==> src/rtl/uart_byte_tx_core.sv <==
// 8N1 UART byte transmitter with runtime-selectable baud rate.
// A send_en accepted while idle latches the byte and baud select, then shifts out one frame of 10 bits.
module uart_byte_tx_core #(
   parameter int unsigned CLK_FREQ = 50_000_000
) (
   input  logic       clk_i,
   input  logic       rst_i,
   input  logic [7:0] data_byte_i,
   input  logic       send_en_i,
   input  logic [2:0] baud_set_i,
   output logic       rs232_tx_o,
   output logic       tx_done_o,
   output logic       uart_state_o
);

   localparam int unsigned DIV_9600   = CLK_FREQ / 9600;
   localparam int unsigned DIV_19200  = CLK_FREQ / 19200;
   localparam int unsigned DIV_38400  = CLK_FREQ / 38400;
   localparam int unsigned DIV_57600  = CLK_FREQ / 57600;
   localparam int unsigned DIV_115200 = CLK_FREQ / 115200;
   localparam int unsigned CNT_W      = $clog2(DIV_9600 + 1);
   localparam int unsigned BIT_W      = 4;

   typedef enum logic [1:0] {
      S_IDLE,
      S_START,
      S_DATA,
      S_STOP
   } state_e;

   state_e             state_q, state_d;
   logic [CNT_W-1:0]   div_q, div_d;
   logic [CNT_W-1:0]   cnt_q, cnt_d;
   logic [BIT_W-1:0]   bit_q, bit_d;
   logic [7:0]         data_q, data_d;
   logic               tx_q, tx_d;
   logic               done_q, done_d;
   logic               busy_q, busy_d;
   logic               bit_end_c;

   // Baud select to clock divisor; unused codes fall back to 9600.
   function automatic logic [CNT_W-1:0] div_sel(input logic [2:0] sel);
      logic [CNT_W-1:0] div;
      case (sel)
         3'd1:    div = CNT_W'(DIV_19200);
         3'd2:    div = CNT_W'(DIV_38400);
         3'd3:    div = CNT_W'(DIV_57600);
         3'd4:    div = CNT_W'(DIV_115200);
         default: div = CNT_W'(DIV_9600);
      endcase
      return div;
   endfunction

   assign bit_end_c = (cnt_q == (div_q - CNT_W'(1)));

   // bit_q: 0 = start, 1..8 = data bits, 9 = stop
   always_comb begin
      state_d = state_q;
      div_d   = div_q;
      cnt_d   = cnt_q;
      bit_d   = bit_q;
      data_d  = data_q;
      tx_d    = tx_q;
      done_d  = 1'b0;
      busy_d  = busy_q;
      case (state_q)
         S_IDLE: begin
            tx_d = 1'b1;
            if (send_en_i) begin
               state_d = S_START;
               data_d  = data_byte_i;
               div_d   = div_sel(baud_set_i);
               cnt_d   = '0;
               bit_d   = '0;
               tx_d    = 1'b0;
               busy_d  = 1'b1;
            end
         end
         default: begin
            if (bit_end_c) begin
               cnt_d = '0;
               bit_d = bit_q + BIT_W'(1);
               if (state_q == S_STOP) begin
                  state_d = S_IDLE;
                  bit_d   = '0;
                  tx_d    = 1'b1;
                  busy_d  = 1'b0;
                  done_d  = 1'b1;
               end else if (bit_q == BIT_W'(8)) begin
                  state_d = S_STOP;
                  tx_d    = 1'b1;
               end else begin
                  state_d = S_DATA;
                  tx_d    = data_q[bit_q[2:0]];
               end
            end else begin
               cnt_d = cnt_q + CNT_W'(1);
            end
         end
      endcase
   end

   always_ff @(posedge clk_i) begin
      if (rst_i) begin
         state_q <= S_IDLE;
         div_q   <= '0;
         cnt_q   <= '0;
         bit_q   <= '0;
         data_q  <= '0;
         tx_q    <= 1'b1;
         done_q  <= 1'b0;
         busy_q  <= 1'b0;
      end else begin
         state_q <= state_d;
         div_q   <= div_d;
         cnt_q   <= cnt_d;
         bit_q   <= bit_d;
         data_q  <= data_d;
         tx_q    <= tx_d;
         done_q  <= done_d;
         busy_q  <= busy_d;
      end
   end

   assign rs232_tx_o   = tx_q;
   assign tx_done_o    = done_q;
   assign uart_state_o = busy_q;

endmodule

==> config.mk <==
export PLATFORM = sky130hd
export DESIGN_NAME = uart_byte_tx_core
export DESIGN_NICKNAME = d
export VERILOG_FILES = /design/src/rtl/uart_byte_tx_core.sv
export SDC_FILE = /design/constraint.sdc
export NUM_CORES = 1
export LEC_CHECK = 0
export CAP_MARGIN = 20
export CORE_ASPECT_RATIO = 0.7
export CORE_MARGIN = 4
export CORE_UTILIZATION = 25
export DETAILED_ROUTE_END_ITERATION = 10
export SYNTH_ARGS = -nofsm -noshare
export SYNTH_HDL_FRONTEND = slang
export SYNTH_SLANG_ARGS = --single-unit
==> constraint.sdc <==
create_clock -name clk_i -period 6.9 [get_ports clk_i]
set_input_delay 0.69 -clock clk_i [delete_from_list [all_inputs] [get_ports clk_i]]
set_output_delay 0.69 -clock clk_i [all_outputs]
set_load 0.02 [all_outputs]
==> impl_metrics.yaml, run 1 <==
sta:
  whs_ns: 0.453
  hold_viol: 0
  worstMarginPinSlew_ns: 0.877
  layout_setup_ws_ns: 3.72
  fin_skew_ns: 0.00516
  post-route-period-util_pct: 46.1
  slew_viol_final: 0
  min_period_ns: 3.18
  tns_ns: 0
  fmax_mhz: 314
  finalSetupViolCount: 0
  grt_setup_unrepaired: "false"
  relSlewSlack_pct: 41.5
synthesis:
  ys.flop_type: "dfxtp_1"
  synth_area_um2: 2280
  ys_seq_area_share_pct: 36.8
  async_reset_ff_share_pct: 0
  synthCells: 276
  ys_seq_elements: 42
  synth_warnings: 0
  synth_edf_count: 0
  synth.net_count: 296
  syn_area_per_cell_um2: 8.28
  ys_types: 50
clocking:
  post_cts_buffers: 0
  clockBufferDepth: 2
  cts-root-buf: "clkbuf_16"
  clk_latency_ns: 0.28
  cts_buffers: 5
  postCtsResizedCells: 0
  ctsHoldBuffers: 0
  htree_levels: 2
  cts_tree: "yes"
  clkSinkCount: 42
  clk_pin_slew_ns: 0.06
die:
  pin_count: 17
  dieHeight_um: 88.0
  start_util_pct: 26.3
  rows: 28
  coreArea_um2: 8690
  die_w_um: 122
  die_area_um2: 10800
finish:
  nets: 307
  fin_util_pct: 31.0
  diodes: 0
  drive_gt1_share_pct: 5.59
  area_growth_syn_to_layout_pct: 18.0
  finish.instance_area_um2: 2700
  layout.cells.non_filler: 406
placement:
  detailed_place.area_um2: 2560
  gp_congestion: 0.796
  placedCellCount: 400
  pre_cts_ws_ns: 3.72
  io_buffers: 16
  dp_hpwl_um: 3900
global_route:
  grtUsageTotal_pct: 10.4
  grt_pass1_wl_um: 8850
  grt_max_degree: 33
  antenna_found_initial: 0
  grt_remaining_overflow: 0
  grt_pass1_vias: 1782
run_status:
  status: "finished, final reports clean"
power:
  pwr_density_cell_nw_per_um2: 225
  p_total_mw: 0.606
  ir_worst_vdd_mv: 0.0818
  p_leak_nw: 0.941
detailed_routing:
  vias_per_cell: 4.85
  drc: 0
  drtAntennaViolNets: 0
  postRouteWirelength_um: 5350
  wl_per_cell_um: 13.2
  first_iter_violations: 95
  dr.pass1.iters: 4
  via_count: 1970
worst_setup_path:
  path_max_fanout: 13
  worstPathArrival_ns: 3.32
  crit_chain: "inv_1 -> ha_1 -> xnor2_1 -> a2111oi_0 -> o311a_1 -> nand3_2 -> or3_4 -> a21oi_1 -> nor2_1"
  critical_path.endpoint_type: "flip-flop"
  slowest_stage: "a21oi_1"
  critical-path-max-stage-delay_ns: 0.71
  crit_type: "reg2reg"
  required_ns: 7.04
  start_kind: "flip-flop"
min_path:
  min_path_type: "reg2reg"
run:
  maxCapViolations: 0
==> worst paths after layout <==
kind              from        end  slack, ns  cells after the start
max           div_q[1]   cnt_q[4]       3.72                      9
min          data_q[3]  data_q[3]       0.45                      2
max reg2reg   div_q[1]   cnt_q[4]       3.72                      9
min reg2reg  data_q[3]  data_q[3]       0.45                      2
==> area by class of cell <==
class / instances / area [um^2]
clock buffer: 6 / 139
fill: 931 / 5990
inverter: 8 / 30.0
multi-input combinational: 212 / 1360
sequential: 42 / 841
tap: 120 / 150
timing repair buffer: 18 / 175
==> report_power, final <==
group / total (mW) / leakage, nW / switching (mW) / internal (mW)
Combinational: 0.107 / 0.530 / 0.0614 / 0.0460
Clock: 0.230 / 0.0688 / 0.0906 / 0.140
Sequential: 0.269 / 0.342 / 0.0134 / 0.255
Total: 0.606 / 0.941 / 0.165 / 0.441
==> worst max-delay path, delay by kind of cell, from the launching register on <==
| family | cells | cell delay, ns |
|---|---|---|
| AOI/OAI and AO/OA | 3 | 1.37 |
| xor gates and xnor gates | 1 | 0.12 |
| adders and majority gates | 1 | 0.31 |
| buffers and inverters | 1 | 0.08 |
| DFF | 1 | 0.46 |
| and+or+nand+nor | 3 | 0.70 |
==> sequential cells by signal (all words and copies together), names as in the netlist <==
| signal | count |
|---|---|
| bit_q | 4 |
| uart_state_o | 1 |
| rs232_tx_o | 1 |
| div_q | 12 |
| state_q | 2 |
| cnt_q | 13 |
| tx_done_o | 1 |
| data_q | 8 |
==> cells in the final DEF (no fill, tap or decap), drive strengths merged, types with 5 or more instances in the layout <==
| cell | synthesis | layout |
|---|---|---|
| nand2 | 27 | 27 |
| xnor2 | 13 | 13 |
| nand3 | 8 | 8 |
| nor3 | 7 | 7 |
| nand2b | 8 | 8 |
| clkbuf | 12 | 6 |
| inv | 8 | 8 |
| nor2 | 38 | 38 |
| o21ai | 5 | 5 |
| ha | 6 | 6 |
| dfxtp | 42 | 42 |
| xor2 | 12 | 12 |
| clkdlybuf4s50 | 0 | 16 |
| nor2b | 6 | 6 |
| and3 | 5 | 5 |
| a21oi | 22 | 22 |
==> cells by family (layout without fill, tap and decap cells) <==
group / count (synthesis) / after routing / share of synthesized area, %
muxes: 3 / 3 / 2.41
adders and majority gates: 6 / 6 / 3.29
xor gates and xnor gates: 25 / 25 / 9.58
AOI/OAI and AO/OA: 62 / 62 / 18.6
and+or+nand+nor: 116 / 116 / 25.7
DFF: 42 / 42 / 36.8
buffers and inverters: 22 / 32 / 3.61
==> metal layers <==
metal | track usage (%) | wire, um
met4 | 4.27 | 82
met2 | 14.2 | 2130
met3 | 2.65 | 253
met1 | 15.4 | 2880
met5 | 0 | 0
==> Yosys cell counts, types with 4 or more instances <==
cell type  number  share of area [%]
dfxtp_1        42                 37
nor2_1         38                6.2
nand2_1        27                4.4
a21oi_1        22                4.8
xnor2_1        13                5.0
clkbuf_1       12                2.0
xor2_1         12                4.6
inv_1           8                1.3
nand2b_1        8                2.2
nand3_1         7                1.5
ha_1            6                3.3
nor2b_1         6                1.6
nor3_1          6                1.3
and3_1          5                1.4
a211oi_1        4                1.3
nand4_1         4                1.1
o31ai_1         4                1.3
Power figures use the tool's default switching activity.
==> run 2: changes to the inputs <==
- clock period: 6.9 -> 2.7 ns (I/O delays scaled with it)
==> run 2 against run 1 <==
Total power grew to 3.0 times the previous value; setup slack lost 3.6 ns; flip-flop and latch count is the same; final area grew 10%; register-to-register slack lost 3.6 ns; critical path type unchanged.
==> impl_metrics.yaml, run 2 (synthesis gave the netlist of run 1 again) <==
power:
  p_int_mw: 1.37
  p_clk_share_pct: 43.8
  pwr_density_cell_nw_per_um2: 614
  p_leak_nw: 1.09
  power_switching_share_pct: 24.9
  p_total_mw: 1.82
  power.net_switching_mw: 0.454
  ir_worst_vdd_mv: 0.312
  p_seq_share_pct: 37.2
  comb_power_share_pct: 19.0
die:
  start_util_pct: 26.3
  die_w_um: 122
  pin_count: 17
  coreArea_um2: 8690
  die_area_um2: 10800
  dieHeight_um: 88.0
  rows: 28
worst_setup_path:
  path_common_cell: "or3_4"
  reg2reg_to: "bit_q[1]"
  required_ns: 2.91
  timing.rr.start: "div_q[3]"
  critical-path-max-stage-delay_ns: 0.53
  reg2reg_slack_ns: 0.08
  worstRegToRegCells: 8
  worstPathArrival_ns: 2.83
  path_max_fanout: 5
  slowest_stage: "or4b_4"
  start_kind: "flip-flop"
  cp_top_family: "simple AND/OR/NAND/NOR gates"
  critPathBufInv: 1
  crit_chain: "or3_4 -> o31a_1 -> a2111oi_4 -> buf_4 -> nand2b_4 -> or3_4 -> or4b_4 -> a21oi_2"
  critical_path.endpoint_type: "flip-flop"
  crit_type: "reg2reg"
min_path:
  holdPathEnd: "data_q[0]"
  hold_path_startpoint: "data_q[0]"
  min_path_cells: 2
  min_path_type: "reg2reg"
finish:
  layout_common_cells: "41 x dfxtp_1, 38 x nor2_1, 27 x nand2_1"
  regMostFlops: "cnt_q"
  area_growth_syn_to_layout_pct: 29.9
  largest_reg_flops: 13
  nets: 325
  top_regs: "cnt_q x13, div_q x12, data_q x8"
  finish.instance_area_um2: 2970
  drive_gt1_share_pct: 15.0
  diodes: 0
  final_common_cell: "dfxtp_1"
  fin_util_pct: 34.2
  layout.cells.non_filler: 426
detailed_routing:
  wl_per_cell_um: 13.2
  vias_per_cell: 4.82
  drc: 0
  postRouteWirelength_um: 5620
  drtAntennaViolNets: 0
  via_count: 2053
  first_iter_violations: 126
  dr.pass1.iters: 4
placement:
  pre_cts_ws_ns: -0.0129
  io_buffers: 16
  dp_hpwl_um: 4090
  detailed_place.area_um2: 2680
  gp_congestion: 0.829
  placedCellCount: 416
clocking:
  cts_tree: "yes"
  clockBufferDepth: 2
  clkSinkCount: 42
  clk_latency_ns: 0.28
  htree_levels: 2
  cts_buffers: 5
  clk_pin_slew_ns: 0.06
  cts-root-buf: "clkbuf_16"
sta:
  hold_viol: 0
  fin_skew_ns: 0.00325
  fmax_mhz: 382
  worstMarginPinSlew_ns: 0.697
  min_period_ns: 2.62
  whs_ns: 0.453
  relSlewSlack_pct: 53.5
  layout_setup_ws_ns: 0.0833
  slew_viol_final: 0
  tns_ns: 0
  post-route-period-util_pct: 96.9
  finalSetupViolCount: 0
global_route:
  grtUsageTotal_pct: 11.0
  grt_pass1_wl_um: 9410
  grt_max_degree: 24
  grt_pass1_vias: 1939
  antenna_found_initial: 0
  grt_remaining_overflow: 0
run:
  maxCapViolations: 0
run_status:
  status: "finished, final reports clean"
[run 2: cell types whose count changed in the layout (fill, tap and decap cells not counted), sizes merged]
| cell | previous run | this run |
|---|---|---|
| buf | 2 | 20 |
| bufinv | 0 | 2 |
[run 2: repair_timing]
| action | 4_1_cts | 5_1_grt |
|---|---|---|
| hold buffers | 0 | 0 |
| setup buffers | 0 | 2 |
| cloned | 0 | 0 |
| pin swaps | 0 | 9 |
| gates resized for setup | 3 | 13 |
| setup endpoints to repair | 2 | 17 |
[run 2: area by class of cell]
class | instances | area, um^2
fillers | 949 | 5720
multi-input cells | 212 | 1440
flip-flops and latches | 42 | 842
repair buffers | 36 | 310
well taps | 120 | 150
clock buffers | 6 | 139
clock inverters | 2 | 60.1
inverters | 8 | 30.0
[run 2: power by group through the flow]
stage	Sequential, mW	Clock, mW	Combinational (mW)
floorplan	0.693	0	0.197
CTS	0.676	0.810	0.317
detailed placement	0.690	0	0.312
finish	0.678	0.798	0.347
global route	0.682	0.841	0.384
global placement	0.689	0	0.309
[run 2: metal layers]
layer	up-vias	track usage (%)	share of wire, %	wire [um]
met4	0	3.35	1.2	67
met5	-	0	0	0
met2	38	15.7	42	2380
li1	1037	-	-	-
met1	970	16.1	54	3020
met3	8	2.65	2.8	157
[run 2: worst max path at each step]
stage                   from  endpoint  slack, ns  depth (start not counted)
floorplan           div_q[1]  bit_q[1]       0.05                         10
global placement    div_q[2]  bit_q[1]       0.01                         10
detailed placement  div_q[2]  bit_q[1]      -0.01                         10
CTS                 div_q[1]  bit_q[1]      0.007                          8
global route        div_q[3]  bit_q[1]     -0.002                          8
finish              div_q[3]  bit_q[1]       0.08                          8
[run 2: worst min-delay path: cells and delay by family, from the launching register on]
| family | cells | cell delay [ns] |
|---|---|---|
| flip-flops | 1 | 0.31 |
| AND/OR/NAND/NOR | 1 | 0.05 |
| AO/OA/AOI/OAI | 1 | 0.05 |
